## src/rtl/vga_timing_pkg.sv

```systemverilog
// Shared VGA 640x480@60 timing constants and the capture-monitor FSM encoding.
package vga_timing_pkg;

  localparam int unsigned VGA_H_ACTIVE = 640;
  localparam int unsigned VGA_H_FP     = 16;
  localparam int unsigned VGA_H_SYNC   = 96;
  localparam int unsigned VGA_H_BP     = 48;
  localparam int unsigned VGA_V_ACTIVE = 480;
  localparam int unsigned VGA_V_FP     = 10;
  localparam int unsigned VGA_V_SYNC   = 2;
  localparam int unsigned VGA_V_BP     = 33;

  typedef enum logic [1:0] {
    ST_SEARCH = 2'd0,
    ST_ALIGN  = 2'd1,
    ST_LOCKED = 2'd2
  } vga_state_t;

  // Zero-extend a packed {r,g,b} 12-bit pixel to checksum width.
  function automatic logic [15:0] rgb_word(input logic [11:0] rgb);
    return {4'h0, rgb};
  endfunction

endpackage

```

## src/rtl/sync_edge_meter.sv

```systemverilog
// Falling-edge detector for an active-low sync sample, measuring the
// fall-to-fall period and the width of the most recent low pulse.
module sync_edge_meter #(
  parameter int unsigned CNT_W = 12
) (
  input  logic             clk,
  input  logic             reset,
  input  logic             sync_in,
  output logic             fall,
  output logic [CNT_W-1:0] period,
  output logic [CNT_W-1:0] width,
  output logic             primed
);

  localparam logic [CNT_W-1:0] ONE = CNT_W'(1);

  logic             sync_prev;
  logic             rise;
  logic             seen_fall;
  logic [CNT_W-1:0] since_fall;
  logic [CNT_W-1:0] low_run;

  assign fall   = sync_prev & ~sync_in;
  assign rise   = ~sync_prev & sync_in;
  assign period = since_fall;

  // Edge history, saturating period/low-run counters, and width capture on rise.
  // primed means one full pulse has been seen, so period and width are meaningful.
  always_ff @(posedge clk) begin
    if (reset) begin
      sync_prev  <= 1'b1;
      since_fall <= '0;
      low_run    <= '0;
      width      <= '0;
      seen_fall  <= 1'b0;
      primed     <= 1'b0;
    end else begin
      sync_prev <= sync_in;
      if (fall)
        since_fall <= ONE;
      else if (since_fall != '1)
        since_fall <= since_fall + ONE;
      if (fall)
        low_run <= ONE;
      else if (!sync_in && low_run != '1)
        low_run <= low_run + ONE;
      if (rise) begin
        width <= low_run;
        if (seen_fall)
          primed <= 1'b1;
      end
      if (fall)
        seen_fall <= 1'b1;
    end
  end

endmodule

```

## src/rtl/vga_capture_monitor.sv

```systemverilog
// Passive VGA stream monitor: locks onto hsync/vsync timing, reconstructs the
// pixel coordinate, checksums each locked frame and flags timing/blanking faults.
module vga_capture_monitor
  import vga_timing_pkg::*;
#(
  parameter int unsigned H_ACTIVE = VGA_H_ACTIVE,
  parameter int unsigned H_FP     = VGA_H_FP,
  parameter int unsigned H_SYNC   = VGA_H_SYNC,
  parameter int unsigned H_BP     = VGA_H_BP,
  parameter int unsigned V_ACTIVE = VGA_V_ACTIVE,
  parameter int unsigned V_FP     = VGA_V_FP,
  parameter int unsigned V_SYNC   = VGA_V_SYNC,
  parameter int unsigned V_BP     = VGA_V_BP
) (
  input  logic        clk25,
  input  logic        reset,
  input  logic        hsync,
  input  logic        vsync,
  input  logic [3:0]  vga_r,
  input  logic [3:0]  vga_g,
  input  logic [3:0]  vga_b,
  output logic [9:0]  cap_x,
  output logic [9:0]  cap_y,
  output logic        cap_valid,
  output logic        locked,
  output logic        frame_done,
  output logic [15:0] frame_checksum,
  output logic [7:0]  err_count,
  output logic        blank_err
);

  localparam int unsigned H_TOTAL = H_ACTIVE + H_FP + H_SYNC + H_BP;
  localparam int unsigned V_TOTAL = V_ACTIVE + V_FP + V_SYNC + V_BP;

  localparam logic [9:0]  H_LOAD      = 10'(H_ACTIVE + H_FP);
  localparam logic [9:0]  H_LAST      = 10'(H_TOTAL - 1);
  localparam logic [9:0]  V_LOAD      = 10'(V_ACTIVE + V_FP);
  localparam logic [9:0]  V_LAST      = 10'(V_TOTAL - 1);
  localparam logic [9:0]  X_END       = 10'(H_ACTIVE);
  localparam logic [9:0]  Y_END       = 10'(V_ACTIVE);
  localparam logic [9:0]  X_LAST      = 10'(H_ACTIVE - 1);
  localparam logic [9:0]  Y_LAST      = 10'(V_ACTIVE - 1);
  localparam logic [9:0]  FRAME_LINES = 10'(V_TOTAL);
  localparam logic [11:0] LINE_PERIOD = 12'(H_TOTAL);
  localparam logic [11:0] SYNC_WIDTH  = 12'(H_SYNC);

  logic        hs_s, vs_s, vs_prev;
  logic [11:0] rgb_s, rgb_d;
  logic        hs_fall, hs_primed, vs_fall;
  logic [11:0] hs_period, hs_width;
  logic        line_good, h_wrap;
  logic [9:0]  h_cnt, v_cnt, line_tally;
  logic        all_good;
  logic        err_event, in_active, last_px;
  logic [15:0] acc;
  vga_state_t  state, state_n;

  // Input sample stage; rgb_d is delayed once more so it lines up with h_cnt/v_cnt,
  // which load on the cycle after the edge is seen in the sampled syncs.
  always_ff @(posedge clk25) begin
    if (reset) begin
      hs_s    <= 1'b1;
      vs_s    <= 1'b1;
      vs_prev <= 1'b1;
      rgb_s   <= '0;
      rgb_d   <= '0;
    end else begin
      hs_s    <= hsync;
      vs_s    <= vsync;
      vs_prev <= vs_s;
      rgb_s   <= {vga_r, vga_g, vga_b};
      rgb_d   <= rgb_s;
    end
  end

  sync_edge_meter #(
    .CNT_W (12)
  ) u_hsync_meter (
    .clk     (clk25),
    .reset   (reset),
    .sync_in (hs_s),
    .fall    (hs_fall),
    .period  (hs_period),
    .width   (hs_width),
    .primed  (hs_primed)
  );

  assign vs_fall   = vs_prev & ~vs_s;
  assign line_good = hs_primed && (hs_period == LINE_PERIOD) && (hs_width == SYNC_WIDTH);
  assign h_wrap    = (h_cnt == H_LAST);

  // Pixel counters; sync edge loads override the free-running wrap.
  always_ff @(posedge clk25) begin
    if (reset) begin
      h_cnt <= '0;
      v_cnt <= '0;
    end else begin
      if (hs_fall)
        h_cnt <= H_LOAD;
      else if (h_wrap)
        h_cnt <= '0;
      else
        h_cnt <= h_cnt + 10'd1;
      if (vs_fall)
        v_cnt <= V_LOAD;
      else if (h_wrap && !hs_fall)
        v_cnt <= (v_cnt == V_LAST) ? '0 : v_cnt + 10'd1;
    end
  end

  // Per-vsync-period tracker: hsync falls seen and whether every line was good.
  // A coincident hsync fall counts toward the period that starts on this vsync fall.
  always_ff @(posedge clk25) begin
    if (reset) begin
      line_tally <= '0;
      all_good   <= 1'b0;
    end else if (vs_fall) begin
      line_tally <= hs_fall ? 10'd1 : '0;
      all_good   <= hs_fall ? line_good : 1'b1;
    end else if (hs_fall) begin
      if (line_tally != '1)
        line_tally <= line_tally + 10'd1;
      all_good <= all_good & line_good;
    end
  end

  // Lock state register.
  always_ff @(posedge clk25) begin
    if (reset)
      state <= ST_SEARCH;
    else
      state <= state_n;
  end

  // Lock next-state and error-event decode.
  always_comb begin
    state_n   = state;
    err_event = 1'b0;
    case (state)
      ST_SEARCH: begin
        if (vs_fall)
          state_n = ST_ALIGN;
      end
      ST_ALIGN: begin
        if (vs_fall && line_tally == FRAME_LINES && all_good)
          state_n = ST_LOCKED;
      end
      ST_LOCKED: begin
        if ((hs_fall && !line_good) || (vs_fall && line_tally != FRAME_LINES)) begin
          state_n   = ST_SEARCH;
          err_event = 1'b1;
        end
      end
      default: state_n = ST_SEARCH;
    endcase
  end

  assign locked    = (state == ST_LOCKED);
  assign in_active = (h_cnt < X_END) && (v_cnt < Y_END);
  assign cap_valid = locked && in_active;
  assign cap_x     = locked ? h_cnt : '0;
  assign cap_y     = locked ? v_cnt : '0;
  assign last_px   = cap_valid && (h_cnt == X_LAST) && (v_cnt == Y_LAST);

  // Frame checksum accumulation; losing lock discards the partial frame.
  always_ff @(posedge clk25) begin
    if (reset) begin
      acc            <= '0;
      frame_done     <= 1'b0;
      frame_checksum <= '0;
    end else begin
      frame_done <= 1'b0;
      if (!locked || state_n != ST_LOCKED) begin
        acc <= '0;
      end else if (cap_valid) begin
        if (last_px) begin
          frame_done     <= 1'b1;
          frame_checksum <= acc + rgb_word(rgb_d);
          acc            <= '0;
        end else begin
          acc <= acc + rgb_word(rgb_d);
        end
      end
    end
  end

  // Saturating timing-error count and sticky blanking-colour flag.
  always_ff @(posedge clk25) begin
    if (reset) begin
      err_count <= '0;
      blank_err <= 1'b0;
    end else begin
      if (err_event && err_count != 8'hFF)
        err_count <= err_count + 8'd1;
      if (locked && !in_active && rgb_d != '0)
        blank_err <= 1'b1;
    end
  end

endmodule

```

## config.mk

```make
export PLATFORM = sky130hd
export DESIGN_NAME = vga_capture_monitor
export DESIGN_NICKNAME = d
export VERILOG_FILES = /design/src/rtl/vga_timing_pkg.sv /design/src/rtl/sync_edge_meter.sv /design/src/rtl/vga_capture_monitor.sv
export SDC_FILE = /design/constraint.sdc
export NUM_CORES = 1
export LEC_CHECK = 0
export CAP_MARGIN = 0
export CORE_MARGIN = 2
export CORE_UTILIZATION = 40
export DETAILED_ROUTE_END_ITERATION = 7
export HOLD_SLACK_MARGIN = 0.1
export PLACE_DENSITY = 0.64
export SLEW_MARGIN = 20
export SYNTH_ARGS = -nofsm -noshare
export SYNTH_HDL_FRONTEND = slang
export SYNTH_SLANG_ARGS = --single-unit
```

## constraint.sdc

```tcl
create_clock -name clk25 -period 2.8 [get_ports clk25]
set_input_delay 0.56 -clock clk25 [delete_from_list [all_inputs] [get_ports clk25]]
set_output_delay 0.56 -clock clk25 [all_outputs]
set_load 0.05 [all_outputs]
```

Word-level counts from Yosys, hierarchy flattened
Cells that the tools add are included.
{ "word_totals": {"reg_bits": 141, "out_inout_bits": 48, "word_cells": 121} }
{ "classes": {"addsub": 7, "magnitude_cmp": 2, "eq_ne": 15, "muxes": 26, "n_bitwise": 9, "reduce_logical": 37} }
{ "ops": {"columns": ["cell", "n"], "rows": [
  ["$mux 10", 8],
  ["$eq 10x10->1 const B", 4],
  ["$add 10x1->10 const B", 3],
  ["$add 12x1->12 const B", 2],
  ["$ne 12x12->1 const B", 2],
  ["$ne 10x10->1 const B", 2],
  ["$mux 9", 2],
  ["$add 16x12->16", 1],
  ["$mux 16", 1],
  ["$logic_and 1x1->1", 15],
  ["$eq 12x10->1 const B", 1],
  ["$eq 12x7->1 const B", 1],
  ["$reduce_bool 12->1", 1],
  ["$mux 1", 11],
  ["$eq 10x9->1 const B", 1],
  ["$lt 10x10->1 const B", 1],
  ["$lt 10x9->1 const B", 1],
  ["$reduce_bool 2->1", 5],
  ["$add 8x1->8 const B", 1],
  ["$ne 8x8->1 const B", 1],
  ["$mux 2", 3],
  ["$pmux 2 s3", 1],
  ["$reduce_or 2->1", 3],
  ["$reduce_or 3->1", 2],
  ["other kinds (10)", 23]
]} }

Logic depth before layout (Yosys ltp)
Gate-level depths: netlist of the first run.
{ "logic_depth": {"depth_word": 12, "ltp_mapped": 9} }

By module
A second synthesis of the first run with hierarchy kept.
{ "unflattened": {"hier_cells": 769, "hier_area_um2": 6680.2} }
{ "by_module_without_submodules": {"columns": ["mod", "instances", "cells_per_inst", "area_per_inst_um2", "seq_area_each_um2"], "rows": [
  ["vga_capture_monitor", 1, 569, 5006.1, 2042.0],
  ["sync_edge_meter", 1, 200, 1674.1, 780.7]
]} }

Least setup slack after synthesis of the first run
Ideal clock, no wire load.
{ "synth_timing": {"path_kind": "register -> register", "start": "register u_hsync_meter.since_fall[11] (netlist: u_hsync_meter.period[11])", "end": "register frame_checksum[0]", "arrival_ns": 2.278, "setup_slack_ns": 0.394, "stages_incl_launch_ff": 8, "n_path_buf": 1, "path_cell_list": "dfxtp_1 > or4b_1 > or4_4 > o21ai_4 > nor4b_4 > buf_6 > mux2i_1 > nor2_1"} }
{ "synth_between": {"elab_chain_cells": 12} }
{ "synth_rtl": {"columns": ["element", "line", "rtl"], "rows": [
  ["from (decl)", "sync_edge_meter.sv:20", "logic [CNT_W-1:0] since_fall;"],
  ["from (signal assigned)", "sync_edge_meter.sv:42", "since_fall <= since_fall + ONE;"],
  ["$eq 12x10->1", "vga_capture_monitor.sv:89", "assign line_good = hs_primed && (hs_period == LINE_PERIOD) && (hs_width == SYNC_WIDTH);"],
  ["$logic_and 1x1->1 (2 in series)", "vga_capture_monitor.sv:89", null],
  ["$logic_not 1->1", "vga_capture_monitor.sv:149", "if ((hs_fall && !line_good) || (vs_fall && line_tally != FRAME_LINES)) begin"],
  ["$logic_and 1x1->1", "vga_capture_monitor.sv:149", null],
  ["$logic_or 1x1->1", "vga_capture_monitor.sv:149", null],
  ["$mux 2", "vga_capture_monitor.sv:149", null],
  ["$pmux 2 s3", "vga_capture_monitor.sv:139", "case (state)"],
  ["$ne 2x2->1", "vga_capture_monitor.sv:173", "if (!locked || state_n != ST_LOCKED) begin"],
  ["$logic_or 1x1->1", "vga_capture_monitor.sv:173", null],
  ["$not 1->1 (no source line)", null, null],
  ["$reduce_and 3->1 (no source line)", null, null],
  ["to (signal assigned)", "vga_capture_monitor.sv:178", "frame_checksum <= acc + rgb_word(rgb_d);"],
  ["to (decl)", "vga_capture_monitor.sv:27", "output logic [15:0] frame_checksum,"]
]} }
No other way between the ends.
A chain may end at the register's enable or synchronous reset.

Worst setup path after layout of the first run
{ "layout_timing": {"start": "register u_hsync_meter.since_fall[11] (netlist: u_hsync_meter.period[11])", "end": "register acc[10]"} }
{ "layout_between": {"elab_chain_cells": 11} }
{ "layout_rtl": {"columns": ["element", "line", "rtl"], "rows": [
  ["$eq 12x10->1", "vga_capture_monitor.sv:89", null],
  ["$logic_and 1x1->1 (2 in series)", "vga_capture_monitor.sv:89", null],
  ["$logic_not 1->1", "vga_capture_monitor.sv:149", null],
  ["$logic_and 1x1->1", "vga_capture_monitor.sv:149", null],
  ["$logic_or 1x1->1", "vga_capture_monitor.sv:149", null],
  ["$mux 2", "vga_capture_monitor.sv:149", null],
  ["$pmux 2 s3", "vga_capture_monitor.sv:139", null],
  ["$ne 2x2->1", "vga_capture_monitor.sv:173", null],
  ["$logic_or 1x1->1", "vga_capture_monitor.sv:173", null],
  ["$reduce_or 2->1 (no source line)", null, null],
  ["to (signal assigned)", "vga_capture_monitor.sv:181", "acc <= acc + rgb_word(rgb_d);"],
  ["to (decl)", "vga_capture_monitor.sv:55", "logic [15:0] acc;"]
]} }
No other way between the ends.

==> results of run 1 <==
## report_power, final
group | switching, uW | internal (uW) | leakage (uW)
clock network | 884 | 1300 | 0.000275
registers | 37.7 | 2050 | 0.00115
logic | 99.6 | 78.8 | 0.00154
total | 1020 | 3420 | 0.00296
## kinds of logic after synthesis
| group | count (synthesis) | share of synthesized area [%] |
|---|---|---|
| xor gates and xnor gates | 50 | 6.82 |
| adders and majority gates | 22 | 4.40 |
| muxes | 14 | 2.20 |
| and+or+nand+nor | 344 | 27.2 |
| buffers and inverters | 45 | 2.90 |
| DFF | 141 | 43.9 |
| AOI/OAI and AO/OA | 123 | 12.5 |
## area by class of cell
cell class	instances	area share (%)
Clock buffer	20	5.76
Clock inverter	11	1.36
Inverter	15	0.695
Multi-Input combinational cell	553	42.2
Sequential cell	141	34.9
Tap cell	216	3.34
Timing Repair Buffer	76	11.8
## worst reg2reg max path: cells and delay by family, from the launching register on
family                 cells  cell delay (ps)
buffers and inverters      1              230
and+or+nand+nor            4             1610
AOI/OAI and AO/OA          1              170
DFF                        1              340
## per-stage QoR
step	area [um2]	setup WS [ps]	utilization, %	instances
detailed placement	7520	409	47.7	1001
CTS	8100	372	51.3	1032
global route	8100	264	51.3	1032
global placement	7520	426	47.7	1001
floorplan	6420	394	-	739
finish	8100	377	51.3	1032
## routing by layer
| metal | up-vias | routed length (um) |
|---|---|---|
| met3 | 22 | 566 |
| met4 | 0 | 307 |
| met5 | - | 0 |
| li1 | 2703 | - |
| met2 | 110 | 6040 |
| met1 | 2403 | 6990 |
## synth_stat cells (all sizes together), types with 16 or more instances
library cell	instances	share of area, %
ha	21	4.1
nor3	16	1.2
nor2	100	5.8
xor2	26	3.5
nand2	64	3.7
clkbuf	25	1.5
nand3	31	2.4
a21oi	51	4.0
dfxtp	141	44
nor2b	31	3.0
xnor2	24	3.3
and2	21	2.0
## sequential cells by signal, summed over array words and instances, names as in the netlist, 2 cells and up
register / cells
u_hsync_meter.period: 12
rgb_d: 12
line_tally: 10
acc: 16
u_hsync_meter.width: 12
state: 2
frame_checksum: 16
v_cnt: 10
rgb_s: 12
err_count: 8
h_cnt: 10
u_hsync_meter.low_run: 12
## cell usage in the layout, fill, tap and decap left out, types with 12 or more instances in the layout
cell type        instances
clkdlybuf4s50_1         40
nand2b_1                15
o21ai_0                 14
nand2_1                 64
xor2_1                  26
clkbuf_16               17
and3_1                  13
and2_1                  21
mux2i_1                 13
buf_12                  23
xnor2_1                 24
dfxtp_1                141
nor3_1                  16
ha_1                    21
nand3_1                 31
a21oi_1                 51
nor2b_1                 31
nor2_1                 100
buf_4                   12
inv_1                   15
## worst paths after layout
| kind | to | slack [ps] | cells past startpoint |
|---|---|---|---|
| worst min register to register | rgb_d[0] | 430 | 1 |
| worst max-delay path | acc[10] | 380 | 6 |
| worst min-delay path | rgb_d[0] | 430 | 1 |
| worst max register to register | acc[10] | 380 | 6 |
==> results.sh, run 1 <==
export IMPL_status="completed"
export IMPL_drt_iter0_drc=400
export IMPL_slew_violations=0
export IMPL_post_cts_setup_buffer_count=0
export IMPL_grt_pass1_vias=4708
export IMPL_synthCells=739
export IMPL_synth_cell_type_count=59
export IMPL_crit_family="simple AND/OR/NAND/NOR gates"
export IMPL_drt_total_wl_um=13900
export IMPL_fmax_mhz=413
export IMPL_min_path_type="flip-flop to flip-flop"
export IMPL_cts_made_buffers=17
export IMPL_wl_per_cell_um=13.5
export IMPL_rows=46
export IMPL_root_buffer="clkbuf_16"
export IMPL_crit_chain="or4b_1 -> or4_4 -> o21ai_4 -> or3b_1 -> buf_4 -> nor2_1"
export IMPL_die_area_mm2=0.0171
export IMPL_synth_warnings=0
export IMPL_seq_area_mm2=0.00282
export IMPL_diodes=0
export IMPL_fp_coreArea_mm2=0.0158
export IMPL_grt_max_degree=69
export IMPL_cp_required_ps=3160
export IMPL_synth_edf_count=0
export IMPL_crit_type="flip-flop to flip-flop"
export IMPL_clk_latency_ps=420
export IMPL_cts_tree="built"
export IMPL_critPathArrivalTime_ps=2780
export IMPL_dieWidth_um=131
export IMPL_fill_cells=1488
export IMPL_multiInputGateArea_mm2=0.00342
export IMPL_drive_gt1_share_pct=10.3
export IMPL_post_cts_resized=0
export IMPL_ant_nets=0
export IMPL_ys_seq_area_share_pct=43.9
export IMPL_route_detailed_drc=0
export IMPL_async_flop_share_pct=0
export IMPL_grt_overflow_total=0
export IMPL_top_usage_layer="met2"
export IMPL_avgSynthCellArea_um2=8.69
export IMPL_rsz0062_at_grt="no"
export IMPL_nNetsFinal=842
export IMPL_vias=5238
export IMPL_synthFlopType="dfxtp_1"
export IMPL_portBuffers=63
export IMPL_initial_core_util_pct=40.7
export IMPL_crit_slowest_cell="or4b_1"
export IMPL_gr_usage_met2_pct=25.2
export IMPL_grtUsageTotal_pct=16.8
export IMPL_setup_worst_path_start_class="flip-flop"
export IMPL_worstSetupStartpoint="u_hsync_meter.period[11]"
export IMPL_tns_ps=0
export IMPL_routabilityCongestion=0.846
export IMPL_whs_ps=429
export IMPL_skew_ps=8.18
export IMPL_ctsHoldBuffers=0
export IMPL_grtUsageMet1_pct=23.1
export IMPL_timing_max_cap_violations=0
export IMPL_syn2layout_area_growth_pct=26.0
export IMPL_cts_buffer_depth=2
export IMPL_grt_pass1_wl_um=22600
export IMPL_min_period_over_period_pct=86.5
export IMPL_period_needed_ps=2420
export IMPL_min_from="rgb_s[0]"
export IMPL_h_tree_depth=4
export IMPL_met3_usage_pct=4.07
export IMPL_ir_drop_mv=0.393
export IMPL_antenna_found_initial=0
export IMPL_clk_pin_slew_ps=60
export IMPL_clock_sinks=141
export IMPL_cp_max_fo=11
export IMPL_ys_ff_latch=141
export IMPL_drtPass1Iterations=4
export IMPL_maxSlewHeadroom_pct=45.9
export IMPL_ios=64
export IMPL_finalHoldViolCount=0
export IMPL_p_per_area_mw_per_mm2=549
export IMPL_cpPeakStageDelay_ps=510
export IMPL_endpoint_kind="flip-flop"
export IMPL_tightest_slew_ps=809
export IMPL_synth_area_mm2=0.00642
export IMPL_syn_nets=777
export IMPL_setup_viol=0
export IMPL_leakage_uw=0.00296
export IMPL_path_buf_inv=1
export IMPL_drt_vias_per_instance=5.08
export IMPL_die_y_um=131
export IMPL_timing_rr_start="u_hsync_meter.period[11]"
export IMPL_report_power_total_uw=4440
export IMPL_hpwl_um=9780
Power figures use the tool's default switching activity.
==> inputs of run 2 (changes only) <==
- CORE_MARGIN: 2 -> not set
==> run 2 against run 1 <==
Net effect:
- clock skew about the same
- clock power grew 4%
- core utilization is 1.2 points higher
- hold slack better by 5.6 ps
- non-clock buffer count stayed put
- total power increased by 1.9%
- clock-buffer cell count fell by 3
- critical endpoint is now cap_valid
==> results.sh, run 2 (synthesis results as in run 1) <==
export IMPL_rows=45
export IMPL_drt_total_wl_um=14600
export IMPL_status="completed"
export IMPL_h_tree_depth=4
export IMPL_vias=5402
export IMPL_hpwl_um=10500
export IMPL_drt_vias_per_instance=5.26
export IMPL_die_area_mm2=0.0166
export IMPL_dp_cells=996
export IMPL_crit_chain="and4_1 -> nor3_1 -> nand2_1 -> buf_4 -> inv_1 -> buf_12"
export IMPL_diodes=0
export IMPL_cts_made_buffers=17
export IMPL_endpoint_kind="output port"
export IMPL_grt_overflow_total=0
export IMPL_setup_viol=0
export IMPL_critPathArrivalTime_ps=1980
export IMPL_crit_slowest_cell="dfxtp_1"
export IMPL_cp_required_ps=2240
export IMPL_fmax_mhz=394
export IMPL_clock_sinks=141
export IMPL_leakage_uw=0.00297
export IMPL_wl_per_cell_um=14.2
export IMPL_syn2layout_area_growth_pct=26.3
export IMPL_mostFrequentLayoutCell="dfxtp_1"
export IMPL_fill_cells=1410
export IMPL_grtUsageTotal_pct=18.8
export IMPL_portBuffers=63
export IMPL_seq_area_mm2=0.00282
export IMPL_ant_nets=0
export IMPL_cts_buffer_depth=2
export IMPL_tightest_slew_ps=744
export IMPL_skew_ps=8.35
export IMPL_ctsHoldBuffers=0
export IMPL_clk_latency_ps=420
export IMPL_ios=64
export IMPL_fp_coreArea_mm2=0.0154
export IMPL_initial_core_util_pct=41.6
export IMPL_rsz0062_at_grt="no"
export IMPL_grt_pass1_vias=5151
export IMPL_crit_family="simple AND/OR/NAND/NOR gates"
export IMPL_finalHoldViolCount=0
export IMPL_crit_type="flip-flop to output port"
export IMPL_min_period_over_period_pct=90.6
export IMPL_die_y_um=129
export IMPL_cpPeakStageDelay_ps=370
export IMPL_timing_max_cap_violations=0
export IMPL_period_needed_ps=2540
export IMPL_clk_pin_slew_ps=60
export IMPL_min_path_type="flip-flop to flip-flop"
export IMPL_final_cells=1027
export IMPL_path_buf_inv=3
export IMPL_post_cts_setup_buffer_count=0
export IMPL_tns_ps=0
export IMPL_fin_util_pct=52.6
export IMPL_nNetsFinal=842
export IMPL_dieWidth_um=129
export IMPL_p_per_area_mw_per_mm2=559
export IMPL_maxSlewHeadroom_pct=50.2
export IMPL_drive_gt1_share_pct=10.3
export IMPL_post_cts_resized=0
export IMPL_antenna_found_initial=0
export IMPL_final_cell_mix="141 x dfxtp_1, 100 x nor2_1, 64 x nand2_1"
export IMPL_routabilityCongestion=0.908
export IMPL_reg_top3="acc x16, frame_checksum x16"
export IMPL_slew_violations=0
export IMPL_grt_pass1_wl_um=24700
export IMPL_drtPass1Iterations=5
export IMPL_grt_max_degree=45
export IMPL_cts_tree="built"
export IMPL_multiInputGateArea_mm2=0.00342
export IMPL_root_buffer="clkbuf_16"
export IMPL_ir_drop_mv=0.568
export IMPL_drt_iter0_drc=351
export IMPL_whs_ps=435
export IMPL_cp_max_fo=18
export IMPL_route_detailed_drc=0
export IMPL_setup_worst_path_start_class="flip-flop"
[run 2: cell type report]
| type | instances | area share, % |
|---|---|---|
| Sequential cell | 141 | 34.8 |
| Clock inverter | 14 | 2.11 |
| Tap cell | 211 | 3.25 |
| Timing Repair Buffer | 76 | 11.8 |
| Multi-Input combinational cell | 553 | 42.1 |
| Inverter | 15 | 0.694 |
| Clock buffer | 17 | 5.24 |
[run 2: final timing paths]
check	from	to	slack, ps	cells after the start
max	v_cnt[6]	cap_valid	260	6
min	rgb_s[0]	rgb_d[0]	430	1
max reg2reg	u_hsync_meter.period[11]	acc[2]	330	6
min reg2reg	rgb_s[0]	rgb_d[0]	430	1
[run 2: per-layer routing]
metal  vias to the layer above  share of wire (%)  routed length, um  GRT usage (%)
li1                       2701                  -                  -              -
met2                       123                 47               6870           30.2
met1                      2562                 47               6870           24.7
met5                         -                  0                  0              0
met3                        16                4.5                652           4.70
met4                         0                1.3                187           6.16
[run 2: power breakdown]
part           total, uW  internal, uW  switching, uW
logic                181          78.2            102
clock network       2260          1400            868
registers           2090          2050           37.6
[run 2: through the flow]
stage / instance area (um2) / power (uW) / worst slack, ps
final: 8110 / 4530 / 263
after global placement: 7510 / 2300 / 419
after global routing: 8110 / 4700 / 93.9
after detailed placement: 7510 / 2310 / 341
after floorplan: 6420 / 2240 / 394
after CTS: 8110 / 4570 / 208
==> inputs of run 3 (changes only) <==
- SLEW_MARGIN: 20 -> 0
==> results of run 3 <==
Final layout, timing and power as in run 2 (identical DEF).
